**config.mk**
```make
export PLATFORM = sky130hd
export DESIGN_NAME = shared_register_arbiter
export DESIGN_NICKNAME = d
export VERILOG_FILES = /design/src/rtl/shared_register_arbiter.sv
export SDC_FILE = /design/constraint.sdc
export NUM_CORES = 1
export LEC_CHECK = 0
export ABC_AREA = 0
export BUFFER_PORTS_ARGS = -buffer_cell sky130_fd_sc_hd__buf_4
export CAP_MARGIN = 20
export CELL_PAD_IN_SITES_DETAIL_PLACEMENT = 1
export CELL_PAD_IN_SITES_GLOBAL_PLACEMENT = 1
export CORE_MARGIN = 2
export CORE_UTILIZATION = 33
export DETAILED_ROUTE_END_ITERATION = 8
export GPL_TIMING_DRIVEN = 0
export HOLD_SLACK_MARGIN = 0.1
export PLACE_DENSITY_LB_ADDON = 0.05
export SYNTH_ARGS = -nofsm -noshare
export SYNTH_HDL_FRONTEND = slang
export SYNTH_SLANG_ARGS = --single-unit
export TNS_END_PERCENT = 1
```
**constraint.sdc**
```tcl
create_clock -name clock -period 1.6 [get_ports clock]
set_input_delay 0.16 -clock clock [delete_from_list [all_inputs] [get_ports clock]]
set_output_delay 0.16 -clock clock [all_outputs]
set_load 0.01 [all_outputs]
```
**src/rtl/shared_register_arbiter.sv**
```systemverilog
// Shared WIDTH-bit register written by two four-phase req/ack writers under round-robin arbitration.
// Optional macro SHARED_REG_ACK_TIMEOUT_EN adds a forced release when an owner holds req too long.
module shared_register_arbiter #(
  parameter int unsigned       WIDTH          = 8,
  parameter logic [WIDTH-1:0]  PRESET_VALUE   = {WIDTH{1'b0}},
  parameter int unsigned       TIMEOUT_CYCLES = 16
) (
  input  logic             clock,
  input  logic             reset,
  input  logic             req_a,
  input  logic [WIDTH-1:0] data_a,
  input  logic             req_b,
  input  logic [WIDTH-1:0] data_b,
  output logic             ack_a,
  output logic             ack_b,
  output logic [WIDTH-1:0] q,
  output logic [WIDTH-1:0] q_n,
  output logic             busy,
  output logic             owner,
  output logic             timeout
);

  typedef enum logic [0:0] {ST_IDLE = 1'b0, ST_SERVE = 1'b1} state_t;

  // TIMEOUT_CYCLES below 2 is not a legal configuration; nothing is elaborated for it.
  if (TIMEOUT_CYCLES < 2) begin : g_timeout_cycles_below_min
  end

  state_t           state_r, state_s;
  logic [WIDTH-1:0] q_r, q_s, q_n_r;
  logic             ack_a_r, ack_a_s, ack_b_r, ack_b_s;
  logic             busy_r, busy_s, owner_r, owner_s, timeout_r, timeout_s;
  logic             elig_a_s, elig_b_s, owner_req_s;

`ifdef SHARED_REG_ACK_TIMEOUT_EN
  localparam int unsigned     CNT_W  = $clog2(TIMEOUT_CYCLES + 1);
  localparam logic [CNT_W-1:0] CNT_TO = CNT_W'(TIMEOUT_CYCLES);
  logic [CNT_W-1:0] cnt_r, cnt_s, cnt_inc_s;
  logic             blk_a_r, blk_a_s, blk_b_r, blk_b_s;
`endif

  // Next-state and next-output decode for the IDLE/SERVE handshake machine.
  always_comb begin
    state_s   = state_r;
    q_s       = q_r;
    ack_a_s   = ack_a_r;
    ack_b_s   = ack_b_r;
    busy_s    = busy_r;
    owner_s   = owner_r;
    timeout_s = 1'b0;
`ifdef SHARED_REG_ACK_TIMEOUT_EN
    // A block flag survives only while its requester keeps req high.
    blk_a_s   = blk_a_r & req_a;
    blk_b_s   = blk_b_r & req_b;
    cnt_s     = cnt_r;
    if (cnt_r != CNT_TO) begin
      cnt_inc_s = cnt_r + CNT_W'(1);
    end else begin
      cnt_inc_s = cnt_r;
    end
    elig_a_s  = req_a & ~blk_a_r;
    elig_b_s  = req_b & ~blk_b_r;
`else
    elig_a_s  = req_a;
    elig_b_s  = req_b;
`endif
    owner_req_s = owner_r ? req_b : req_a;

    case (state_r)
      ST_IDLE: begin
        // On a tie the requester that is not the last owner wins.
        if (elig_a_s && (!elig_b_s || owner_r)) begin
          q_s     = data_a;
          ack_a_s = 1'b1;
          owner_s = 1'b0;
          busy_s  = 1'b1;
          state_s = ST_SERVE;
`ifdef SHARED_REG_ACK_TIMEOUT_EN
          cnt_s   = {CNT_W{1'b0}};
`endif
        end else if (elig_b_s) begin
          q_s     = data_b;
          ack_b_s = 1'b1;
          owner_s = 1'b1;
          busy_s  = 1'b1;
          state_s = ST_SERVE;
`ifdef SHARED_REG_ACK_TIMEOUT_EN
          cnt_s   = {CNT_W{1'b0}};
`endif
        end else begin
          state_s = ST_IDLE;
        end
      end
      ST_SERVE: begin
        if (!owner_req_s) begin
          ack_a_s = 1'b0;
          ack_b_s = 1'b0;
          busy_s  = 1'b0;
          state_s = ST_IDLE;
`ifdef SHARED_REG_ACK_TIMEOUT_EN
        end else if (cnt_inc_s == CNT_TO) begin
          ack_a_s   = 1'b0;
          ack_b_s   = 1'b0;
          busy_s    = 1'b0;
          timeout_s = 1'b1;
          state_s   = ST_IDLE;
          cnt_s     = cnt_inc_s;
          if (owner_r) begin
            blk_b_s = 1'b1;
          end else begin
            blk_a_s = 1'b1;
          end
        end else begin
          cnt_s = cnt_inc_s;
`else
        end else begin
          state_s = ST_SERVE;
`endif
        end
      end
      default: begin
        ack_a_s = 1'b0;
        ack_b_s = 1'b0;
        busy_s  = 1'b0;
        state_s = ST_IDLE;
      end
    endcase
  end

  // State and output registers; q_n is loaded alongside q so the pair never disagrees.
  always_ff @(posedge clock) begin
    if (reset) begin
      state_r   <= ST_IDLE;
      q_r       <= PRESET_VALUE;
      q_n_r     <= ~PRESET_VALUE;
      ack_a_r   <= 1'b0;
      ack_b_r   <= 1'b0;
      busy_r    <= 1'b0;
      owner_r   <= 1'b1;
      timeout_r <= 1'b0;
`ifdef SHARED_REG_ACK_TIMEOUT_EN
      cnt_r     <= {CNT_W{1'b0}};
      blk_a_r   <= 1'b0;
      blk_b_r   <= 1'b0;
`endif
    end else begin
      state_r   <= state_s;
      q_r       <= q_s;
      q_n_r     <= ~q_s;
      ack_a_r   <= ack_a_s;
      ack_b_r   <= ack_b_s;
      busy_r    <= busy_s;
      owner_r   <= owner_s;
      timeout_r <= timeout_s;
`ifdef SHARED_REG_ACK_TIMEOUT_EN
      cnt_r     <= cnt_s;
      blk_a_r   <= blk_a_s;
      blk_b_r   <= blk_b_s;
`endif
    end
  end

  assign q       = q_r;
  assign q_n     = q_n_r;
  assign ack_a   = ack_a_r;
  assign ack_b   = ack_b_r;
  assign busy    = busy_r;
  assign owner   = owner_r;
  assign timeout = timeout_r;

endmodule

```
# Word level (Yosys, flattened, before mapping)
# Cells that the tools add are included.
# W data, S select, Z words.
dict set report word_totals {
  output_inout_bits 21
  wordCells 39
  ramBits 0
  romBits 0
  ff_bits 21
  n_memories 0
  latchBits 0
  input_bits 20
}
dict set report op_classes {
  n_mux 17
  n_lt_le_gt_ge 0
  n_reduce_logical 8
  n_bitwise 2
  shifts 0
  div 0
  multipliers 0
  n_eq_ne 5
  addsub 0
}
# operator count
set op_table {}
lappend op_table {{$mux W8} 3}
lappend op_table {{$mux W1} 10}
lappend op_table {{$ne A2 B2 Y1 const B} 4}
lappend op_table {{$not A8 Y8} 1}
lappend op_table {{$pmux W1 S2} 4}
lappend op_table {{$reduce_and A2 Y1} 3}
lappend op_table {{$ne A3 B3 Y1 const B} 1}
lappend op_table {{$reduce_and A3 Y1} 1}
lappend op_table {{$reduce_bool A2 Y1} 1}
lappend op_table {{$logic_and A1 B1 Y1} 1}
lappend op_table {{$logic_not A1 Y1} 1}
lappend op_table {{$logic_or A1 B1 Y1} 1}
lappend op_table {{$not A1 Y1} 1}

# Depth between registers and ports, before layout
dict set report depth {
  depth_word 6
  ltp_mapped 6
  mapped_depth_nobuf 3
}

# Least setup slack after synthesis
# Ideal clock, no wire load.
dict set report synth_path {
  path_type {register to register}
  startpoint {register state_r}
  endpoint {register q_n_r[0] (netlist: q_n[0])}
  stages_incl_launch_ff 7
  synth_period_minus_slack_ns 1.480
  required_ns 1.481
  arrival_ns 1.361
  setup_slack_ns 0.120
  setup_time_ns 0.119
  n_path_buf 3
  cell_sequence {dfxtp_1 buf_6 nand2b_4 or3_1 buf_6 buf_8 o221a_1}
}
dict set report synth_via {
  elab_chain_len 2
}
# item line_no
set synth_lines {}
lappend synth_lines {{start, declared} 29} ;# state_t state_r, state_s;
lappend synth_lines {{start signal, assigned} 147} ;# state_r <= state_s;
lappend synth_lines {{$mux W8} 69} ;# case (state_r)
lappend synth_lines {{$not A8 Y8} 149} ;# q_n_r <= ~q_s;
lappend synth_lines {{end signal, assigned} 135} ;# q_n_r <= ~PRESET_VALUE;
lappend synth_lines {{end signal, assigned} 149}
lappend synth_lines {{end, declared} 30} ;# logic [WIDTH-1:0] q_r, q_s, q_n_r;
# No other way between the ends.
# A chain may end at the register's enable or synchronous reset.

==> flow_summary.toml <==
[sta]
max_freq_mhz = 655
grt_setup_unrepaired = "false"
setup_viol_count_final = 0
drv_slew = 0
fin_crit_ns = 1.53
setup_tns_ns = 0
finalCritPeriodShare = 0.954
fin_skew_ns = 0.000943
hold_viol_final = 0
worst_slack_ns = 0.0730

[placed_design]
place_ws_ns = 0.0536
gp_congestion = 0.674
numPortBuffers = 38
postPlaceCellArea_um2 = 1280
place_hpwl_um = 1840

[floorplan]
die-height_um = 57.8
rows = 19
start_util = 0.347
die_area_um2 = 3340
die_x_um = 57.8
pin_count = 41
core_um2 = 2760

[yosys]
synth_nets = 116
yosysMostFrequentCell = "dfxtp_1"
synth.largest_area_cell = "dfxtp_1"
synth-compound-area-share = 0.258
syn_avg_cell_area_um2 = 9.96
yosys_register_bits = 21
synth_xor_xnor_area_share = 0
synth_edf_count = 0
synthMuxAreaShare = 0.0942
synth_top_cells_by_area = "dfxtp_1 44%, mux2i_1 9.4%, o221a_1 9.4%"
ys_seq_area_frac = 0.440
yosysWarnings = 0
synthFlopType = "dfxtp_1"
syn_inst = 96
synth-simple-area-share = 0.0877
ys_types = 24
synth_top_family_by_area = "compound AO/OA/AOI/OAI gates"
synth_common_cells = "21 x dfxtp_1, 12 x inv_1, 9 x mux2i_1"
synth_area_um2 = 956
ys_async_sr_fraction = 0
yosys.area_share.adder = 0
synth_top_area_frac = 0.440

[final_layout]
fin_nets = 162
design_area_um2 = 1360
num_antenna_cells = 0
multiInputGateArea_um2 = 429
syn_to_final_growth_pct = 41.9
n_fill_cell = 327
regArea_um2 = 423
drive_gt1_frac = 0.390

[clocking]
cts_root_buffer = "clkbuf_4"
clock_latency_ns = 0.31
cts_tree = "done"
numCtsBuffers = 3
htreeDepth = 1
clock_path_buffers = 2
clkTransAtPathRegs_ns = 0.11
clock_sinks = 21

[grt]
grt_usage = 0.158
grt_remaining_overflow = 0
grt_max_degree = 12
grt_pass1_vias = 885
antenna_found_initial = 0
grt_pass1_wl_um = 4000

[setup_path]
timing.rr.end = "q_n[5]"
crit_path_start_kind = "input pin"
r2r_cells = 5
startpoint = "reset"
crit_path_max_fanout = 8
worstPathRequired_ns = 1.81
crit_path_end_kind = "flip-flop"
critical_path_class = "input pin to flip-flop"
cp.arrival_ns = 1.74
cp-endpoint = "q_n[5]"
reg2reg_slack_ns = 0.09
rr_startpoint = "state_r"

[pwr]
power_density_nw_per_um2 = 855
irDropWorstVdd_uv = 600
power.leakage_uw = 0.000642

[route]
routed_wirelength_um = 2510
ant_nets = 0
wl_per_cell_um = 14.6
vias = 880
drc = 0
vias_per_cell = 5.12
firstDrtPassIters = 4
drt_iter0_markers = 19

[worst_hold_path]
hp-start = "data_b[4]"
hp-class = "input pin to flip-flop"

[job]
maxCapViolCount = 0

[outcome]
outcome = "completed"
[per-stage QoR]
stage / instances / utilization / hold slack [ns] / power, uW
floorplan: 96 / - / 0.265 / 759
global placement: 165 / 0.464 / 0.417 / 891
detailed placement: 165 / 0.464 / 0.416 / 901
CTS: 170 / 0.477 / 0.146 / 1170
global route: 172 / 0.492 / 0.146 / 1230
finish: 172 / 0.492 / 0.160 / 1160
[placed cells by master, fill, tap and decap left out, drive strengths merged]
| cell type | count |
|---|---|
| buf | 47 |
| dfxtp | 21 |
| inv | 12 |
| mux2i | 9 |
| nand2 | 8 |
| o221ai | 8 |
| o221a | 8 |
| clkbuf | 5 |
| nor2 | 4 |
| nor2b | 3 |
| o21ai | 3 |
| o22ai | 2 |
| o21bai | 2 |
| a221oi | 2 |
| nand2b | 1 |
| or3 | 1 |
| a21oi | 1 |
| o21a | 1 |
| a221o | 1 |
| conb | 1 |
| dlygate4sd3 | 1 |
[how the worst min path moves through the flow]
stage	end	cells after the start
2_1_floorplan	owner	1
3_3_place_gp	owner	2
3_5_place_dp	owner	2
4_1_cts	flip-flop	3
5_1_grt	flip-flop	3
6_report	flip-flop	3
[layer usage]
layer / part of all wire / GRT usage
met5: 0 / 0
met4: 0.014 / 0.0498
met3: 0.063 / 0.0513
met2: 0.50 / 0.271
met1: 0.43 / 0.186
[cells by family (layout without fill, tap and decap cells)]
| kind of cell | Yosys count | count (layout) |
|---|---|---|
| buf+inv | 20 | 65 |
| compound gates | 28 | 28 |
| other cells | 1 | 1 |
| simple gates | 17 | 17 |
| mux | 9 | 9 |
| flops | 21 | 21 |
[power breakdown]
part	internal [uW]	leakage [uW]	total (uW)	switching [uW]
sequential	573	0.000174	608	35.0
clock	97.5	0.0000150	262	164
combinational	164	0.000453	290	126
total	834	0.000642	1160	325
[critical path, stage by stage]
cell and delay [ns]:
dlygate4sd3_1 0.54, buf_4 0.16, or3_4 0.39, buf_8 0.15, buf_4 0.13, o221a_1 0.22
[what timing repair did]
action,in CTS,in global routing
buffers inserted,0,2
hold buffers,1,0
endpoints found under the setup margin,0,9
hold endpoints to repair,1,0
gates resized for setup,0,4
[layout make-up]
class                   instances  area share
well taps                      31      0.0286
inverters                      12      0.0332
repair buffers                 42       0.247
plain buffers                   7      0.0434
flip-flops and latches         21       0.312
clock buffers                   4      0.0194
multi-input cells              55       0.316
Power figures use the tool's default switching activity.
